===== src/rtl/panda_risc_v_pkg.sv =====
// Encodings shared by the write-back arbiter, dispatcher and commit logic.
// Source IDs appear on m_wbk_src; long indices drive the round-robin picker.
package panda_risc_v_pkg;

  localparam logic [2:0] SrcAlu = 3'd0;
  localparam logic [2:0] SrcLsu = 3'd1;
  localparam logic [2:0] SrcCsr = 3'd2;
  localparam logic [2:0] SrcMul = 3'd3;
  localparam logic [2:0] SrcDiv = 3'd4;

  localparam logic [1:0] LongLsu = 2'd0;
  localparam logic [1:0] LongCsr = 2'd1;
  localparam logic [1:0] LongMul = 2'd2;
  localparam logic [1:0] LongDiv = 2'd3;

  // Long index k maps to source ID k+1.
  function automatic logic [2:0] long_to_src(input logic [1:0] idx);
    return {1'b0, idx} + 3'd1;
  endfunction

endpackage


===== src/rtl/panda_risc_v_rr_pick4.sv =====
// Four-way round-robin picker: searches requests starting one past the
// last winner, wrapping index 3 back to 0.
module panda_risc_v_rr_pick4 (
  input  logic [3:0] req,
  input  logic [1:0] last,
  output logic [3:0] grant,
  output logic [1:0] idx,
  output logic       any
);

  logic       found;
  logic [1:0] pos;

  always_comb begin
    found = 1'b0;
    idx   = last;
    pos   = last;
    for (int k = 1; k <= 4; k++) begin
      pos = last + 2'(k);
      if (!found && req[pos]) begin
        found = 1'b1;
        idx   = pos;
      end
    end
    any   = |req;
    grant = any ? (4'b0001 << idx) : 4'b0000;
  end

endmodule


===== src/rtl/panda_risc_v_wbk_arbiter.sv =====
// Write-back arbiter: five result sources into one registered regfile port.
// ALU has priority unless long-latency units have waited starve_thr cycles.
module panda_risc_v_wbk_arbiter
  import panda_risc_v_pkg::*;
#(
  parameter int unsigned inst_id_width = 4,
  parameter int unsigned starve_thr    = 4
) (
  input  logic                     clk,
  input  logic                     sys_reset,

  input  logic [31:0]              s_alu_wbk_data,
  input  logic [4:0]               s_alu_wbk_rd_id,
  input  logic                     s_alu_wbk_rd_vld,
  input  logic [inst_id_width-1:0] s_alu_wbk_inst_id,
  input  logic                     s_alu_wbk_valid,
  output logic                     s_alu_wbk_ready,

  input  logic [31:0]              s_lsu_wbk_data,
  input  logic [4:0]               s_lsu_wbk_rd_id,
  input  logic                     s_lsu_wbk_rd_vld,
  input  logic [inst_id_width-1:0] s_lsu_wbk_inst_id,
  input  logic                     s_lsu_wbk_valid,
  output logic                     s_lsu_wbk_ready,

  input  logic [31:0]              s_csr_wbk_data,
  input  logic [4:0]               s_csr_wbk_rd_id,
  input  logic                     s_csr_wbk_rd_vld,
  input  logic [inst_id_width-1:0] s_csr_wbk_inst_id,
  input  logic                     s_csr_wbk_valid,
  output logic                     s_csr_wbk_ready,

  input  logic [31:0]              s_mul_wbk_data,
  input  logic [4:0]               s_mul_wbk_rd_id,
  input  logic                     s_mul_wbk_rd_vld,
  input  logic [inst_id_width-1:0] s_mul_wbk_inst_id,
  input  logic                     s_mul_wbk_valid,
  output logic                     s_mul_wbk_ready,

  input  logic [31:0]              s_div_wbk_data,
  input  logic [4:0]               s_div_wbk_rd_id,
  input  logic                     s_div_wbk_rd_vld,
  input  logic [inst_id_width-1:0] s_div_wbk_inst_id,
  input  logic                     s_div_wbk_valid,
  output logic                     s_div_wbk_ready,

  output logic [31:0]              m_wbk_data,
  output logic [4:0]               m_wbk_rd_id,
  output logic                     m_wbk_rd_vld,
  output logic [inst_id_width-1:0] m_wbk_inst_id,
  output logic [2:0]               m_wbk_src,
  output logic                     m_wbk_valid,
  input  logic                     m_wbk_ready
);

  logic                     slot_vld_q;
  logic [31:0]              slot_data_q;
  logic [4:0]               slot_rd_id_q;
  logic                     slot_rd_vld_q;
  logic [inst_id_width-1:0] slot_inst_id_q;
  logic [2:0]               slot_src_q;
  logic [1:0]               rr_last_q, rr_last_d;
  logic [2:0]               starve_cnt_q, starve_cnt_d;

  logic [3:0] long_vld, pick_grant;
  logic [1:0] pick_idx;
  logic       pick_any, grant_ok, starved, alu_win, grant_alu, grant_long;
  logic [2:0] sel_src;

  logic [31:0]              sel_data;
  logic [4:0]               sel_rd_id;
  logic                     sel_rd_vld;
  logic [inst_id_width-1:0] sel_inst_id;

  assign long_vld = {s_div_wbk_valid, s_mul_wbk_valid, s_csr_wbk_valid, s_lsu_wbk_valid};

  panda_risc_v_rr_pick4 u_pick (
    .req   (long_vld),
    .last  (rr_last_q),
    .grant (pick_grant),
    .idx   (pick_idx),
    .any   (pick_any)
  );

  assign grant_ok   = ~sys_reset & (~slot_vld_q | m_wbk_ready);
  assign starved    = 32'(starve_cnt_q) >= starve_thr;
  assign alu_win    = s_alu_wbk_valid & ~(starved & pick_any);
  assign grant_alu  = grant_ok & alu_win;
  assign grant_long = grant_ok & ~alu_win & pick_any;
  assign sel_src    = alu_win ? SrcAlu : long_to_src(pick_idx);

  assign s_alu_wbk_ready = grant_alu;
  assign s_lsu_wbk_ready = grant_long & pick_grant[LongLsu];
  assign s_csr_wbk_ready = grant_long & pick_grant[LongCsr];
  assign s_mul_wbk_ready = grant_long & pick_grant[LongMul];
  assign s_div_wbk_ready = grant_long & pick_grant[LongDiv];

  always_comb begin
    sel_data    = s_alu_wbk_data;
    sel_rd_id   = s_alu_wbk_rd_id;
    sel_rd_vld  = s_alu_wbk_rd_vld;
    sel_inst_id = s_alu_wbk_inst_id;
    unique case (sel_src)
      SrcLsu: begin
        sel_data = s_lsu_wbk_data; sel_rd_id = s_lsu_wbk_rd_id;
        sel_rd_vld = s_lsu_wbk_rd_vld; sel_inst_id = s_lsu_wbk_inst_id;
      end
      SrcCsr: begin
        sel_data = s_csr_wbk_data; sel_rd_id = s_csr_wbk_rd_id;
        sel_rd_vld = s_csr_wbk_rd_vld; sel_inst_id = s_csr_wbk_inst_id;
      end
      SrcMul: begin
        sel_data = s_mul_wbk_data; sel_rd_id = s_mul_wbk_rd_id;
        sel_rd_vld = s_mul_wbk_rd_vld; sel_inst_id = s_mul_wbk_inst_id;
      end
      SrcDiv: begin
        sel_data = s_div_wbk_data; sel_rd_id = s_div_wbk_rd_id;
        sel_rd_vld = s_div_wbk_rd_vld; sel_inst_id = s_div_wbk_inst_id;
      end
      default: ;
    endcase
  end

  // Waiting counts up whenever a long result is pending but not taken,
  // including cycles lost to output backpressure.
  always_comb begin
    rr_last_d    = rr_last_q;
    starve_cnt_d = starve_cnt_q;
    if (grant_long) begin
      rr_last_d    = pick_idx;
      starve_cnt_d = 3'd0;
    end else if (pick_any && starve_cnt_q != 3'd7) begin
      starve_cnt_d = starve_cnt_q + 3'd1;
    end
  end

  always_ff @(posedge clk) begin
    if (sys_reset) begin
      slot_vld_q     <= 1'b0;
      slot_data_q    <= '0;
      slot_rd_id_q   <= '0;
      slot_rd_vld_q  <= 1'b0;
      slot_inst_id_q <= '0;
      slot_src_q     <= '0;
      rr_last_q      <= LongDiv;
      starve_cnt_q   <= 3'd0;
    end else begin
      rr_last_q    <= rr_last_d;
      starve_cnt_q <= starve_cnt_d;
      if (grant_alu || grant_long) begin
        slot_vld_q     <= 1'b1;
        slot_data_q    <= sel_data;
        slot_rd_id_q   <= sel_rd_id;
        slot_rd_vld_q  <= sel_rd_vld;
        slot_inst_id_q <= sel_inst_id;
        slot_src_q     <= sel_src;
      end else if (m_wbk_ready) begin
        slot_vld_q <= 1'b0;
      end
    end
  end

  assign m_wbk_valid   = slot_vld_q & ~sys_reset;
  assign m_wbk_data    = slot_data_q;
  assign m_wbk_rd_id   = slot_rd_id_q;
  assign m_wbk_rd_vld  = slot_rd_vld_q;
  assign m_wbk_inst_id = slot_inst_id_q;
  assign m_wbk_src     = slot_src_q;

endmodule


===== config.mk =====
export PLATFORM = sky130hd
export DESIGN_NAME = panda_risc_v_wbk_arbiter
export DESIGN_NICKNAME = d
export VERILOG_FILES = /design/src/rtl/panda_risc_v_pkg.sv /design/src/rtl/panda_risc_v_rr_pick4.sv /design/src/rtl/panda_risc_v_wbk_arbiter.sv
export SDC_FILE = /design/constraint.sdc
export NUM_CORES = 1
export LEC_CHECK = 0
export ABC_AREA = 1
export CAP_MARGIN = 25
export CORE_MARGIN = 3
export CORE_UTILIZATION = 42
export CTS_CLUSTER_DIAMETER = 100
export DETAILED_ROUTE_END_ITERATION = 8
export GPL_TIMING_DRIVEN = 0
export MAX_ROUTING_LAYER = met4
export PLACE_DENSITY = 0.88
export SYNTH_ARGS = -nofsm -noshare
export SYNTH_HDL_FRONTEND = slang
export SYNTH_SLANG_ARGS = --single-unit

===== constraint.sdc =====
create_clock -name clk -period 7.7 [get_ports clk]
set_clock_uncertainty 0.15 [all_clocks]
set_input_delay 1.54 -clock clk [delete_from_list [all_inputs] [get_ports clk]]
set_output_delay 1.54 -clock clk [all_outputs]
set_load 0.1 [all_outputs]

==> metrics.txt <==
outcome=completed; setup repair after global routing missed its margin=false; pwr/cell area=around 560 mW/mm²; top_reg_cell synth=dfxtp_1; Synth Warn #=0; DIE AREA=0.0123 mm²; Post-synth EDFFs=0; Root Driver=clkbuf_8; I/O pin cnt=~270; total power=around 4200 µW; # rows=37; largest net degree at the start of global routing=16; Fin Setup TNS=0 ps; P_int=1560 µW; crit path launch type=input pin; kind of critical path=in2out; Total Routing Usage GR=0.314; Hold Path Class=reg2reg; dpl cells=1156; synthesis-to-finish area growth=63.7%; Period minus WS final=about 6600 ps; Lkg Pwr=between 0.003 and 0.004 µW; DP HPWL=between 15000 and 20000 µm; Rel. slew slack=0.290; Max Freq=0.152 GHz; Core ar.=0.0106 mm²; number of global-route vias before repair=around 5900; Max IR drop VDD=between 300 and 400 µV; layout cells sized above 1=0.105; Die W=between 100 and 150 µm; Port Buffers=about 270; Worst setup EP type=output pin; # Post-CTS Setup Buffers=0; CTS resizes=0; Initial Utilization=0.440; P_sw=2660 µW; clk buf depth=2; routed len/inst=17.0 µm; Layout Nets=1252; Sink Count=51; Final Max Tran Viols=0; total CTS buffers=5; GPL Wtd Cong=between 0.9 and 1; syn_nets=around 980; worst-skew pair later-pin latency=310 ps; critical path arrival=a little under 5000 ps; clock tree from TritonCTS=yes; final hold violations=0; clock slew seen by the registers of the worst setup and hold paths=approximately 100 ps; first-pass GRT wire length=just over 30000 µm; synthesized netlist cell count=about 750; final WL=19800 µm; Via density=5.37; part of the power in combinational logic=0.863; via count=~6300; total global routing overflow=0; WP data required=around 6000 ps; #FFs+latches synth=51; switching part of the total=0.631; crit-path max FO=11; Finish-stage setup viols=0; starting DRC count in detailed routing=slightly above 600; initial antenna violation count=0; Syn Std Cell Area=0.00464 mm²; Yosys cell types=25; clock power share=0.044; Detail Route Antenna Nets=0; Finished Layout Cells=1164; Slew @ Worst Pin=roughly 1100 ps; ys async rst share=0; CTS Hold Bufs=0; Mean Syn Cell Area=6.17 µm²; CTS H-tree depth=2; Flop pwr share=0.093; post-synthesis sequential area ratio=0.220; TritonRoute pass-1 iters=6; die height=~110 µm; n_diodes=0; MaxCap Viol Count=0; period utilization=0.853; DRC viols=0
==> cells in the final DEF (no fill, tap or decap), drive strengths merged <==
master           n
clkdlybuf4s50  268
nand2          173
nand3          135
nor2            96
inv             91
nand4           86
dfxtp           51
o21ai           45
buf             41
clkbuf          24
a21oi            8
ha               7
o221ai           1
or2              1
clkinvlp         1
==> sequential cells by signal, summed over array words and instances, names as in the netlist <==
signal	flops
m_wbk_data	32
m_wbk_rd_id	5
m_wbk_inst_id	4
m_wbk_src	3
starve_cnt_q	3
rr_last_q	2
m_wbk_rd_vld	1
slot_vld_q	1
==> cells in the mapped netlist (2+ instances only) <==
cell / n / share of area
a21oi_1: 8 / 0.0086
buf_1: 2 / 0.0016
buf_12: 4 / 0.017
buf_2: 25 / 0.027
buf_4: 2 / 0.0032
buf_6: 8 / 0.019
clkbuf_1: 17 / 0.014
dfxtp_1: 51 / 0.22
ha_1: 7 / 0.019
inv_1: 86 / 0.070
inv_2: 4 / 0.0032
nand2_1: 162 / 0.13
nand2_2: 6 / 0.0081
nand2_4: 5 / 0.012
nand3_1: 93 / 0.10
nand3_2: 39 / 0.084
nand3_4: 3 / 0.011
nand4_1: 85 / 0.11
nor2_1: 95 / 0.077
o21ai_0: 45 / 0.049
==> stage by stage <==
| step | hold WS [ps] | area (µm²) | utilization | worst slack, ps |
|---|---|---|---|---|
| CTS | 337 | 7600 | 0.720 | 1150 |
| global placement | 304 | 7490 | 0.710 | 1170 |
| detailed placement | 324 | 7490 | 0.710 | 1140 |
| global route | 350 | 7600 | 0.720 | 929 |
| finish | 331 | 7600 | 0.720 | 1130 |
| floorplan | 306 | 4640 | - | 2080 |
==> path summary, 6_finish.rpt <==
| path | start | to | slack [ps] | depth (start not counted) |
|---|---|---|---|---|
| max | s_div_wbk_valid | s_div_wbk_ready | 1130 | 12 |
| min | m_wbk_src[2] | m_wbk_src[2] | 330 | 2 |
| max reg2reg | rr_last_q[1] | m_wbk_inst_id[2] | 4040 | 21 |
| min reg2reg | m_wbk_src[2] | m_wbk_src[2] | 330 | 2 |
==> worst max-delay path, stage by stage <==
cell and delay, ps:
clkdlybuf4s50_1 520, nand2_1 70, nand3_1 80, nand2_1 100
nand2_2 130, nand3_4 180, nand2_2 240, buf_2 310
ha_1 330, inv_1 60, nor2_1 150, clkdlybuf4s50_1 1160
==> cell families (layout without fill, tap and decap cells) <==
logic type | after synthesis | after routing | share of synthesized area
compound gates | 54 | 54 | 0.0590
flops | 51 | 51 | 0.220
simple gates | 491 | 491 | 0.546
buf+inv | 149 | 425 | 0.156
fa+ha+maj | 7 | 7 | 0.0189
==> power groups by stage <==
| stage | Combinational, µW | Sequential (µW) | Clock (µW) |
|---|---|---|---|
| final | 3640 | 394 | 184 |
| after floorplan | 2120 | 963 | 0 |
| after global routing | 3920 | 406 | 195 |
| after global placement | 3560 | 396 | 0 |
| after CTS | 3620 | 394 | 186 |
| after detailed placement | 3610 | 399 | 0 |
==> cell type report <==
| type | count | area (µm²) |
|---|---|---|
| Sequential cell | 51 | 1020 |
| Tap cell | 136 | 170 |
| Timing Repair Buffer | 268 | 2680 |
| Fill cell | 925 | 2960 |
| Multi-Input combinational cell | 552 | 2890 |
| Clock inverter | 1 | 7.51 |
| Buffer | 58 | 382 |
| Inverter | 91 | 344 |
| Clock buffer | 7 | 96.3 |
==> layer usage <==
| layer | up-vias | GRT usage | part of all wire |
|---|---|---|---|
| met5 | - | - | 0 |
| met4 | 0 | 0.0876 | 0.026 |
| met3 | 40 | 0.0393 | 0.070 |
| met2 | 307 | 0.532 | 0.49 |
| met1 | 2862 | 0.394 | 0.42 |
| li1 | 3041 | - | - |
Note: power is estimated with default switching activity, not from simulation.
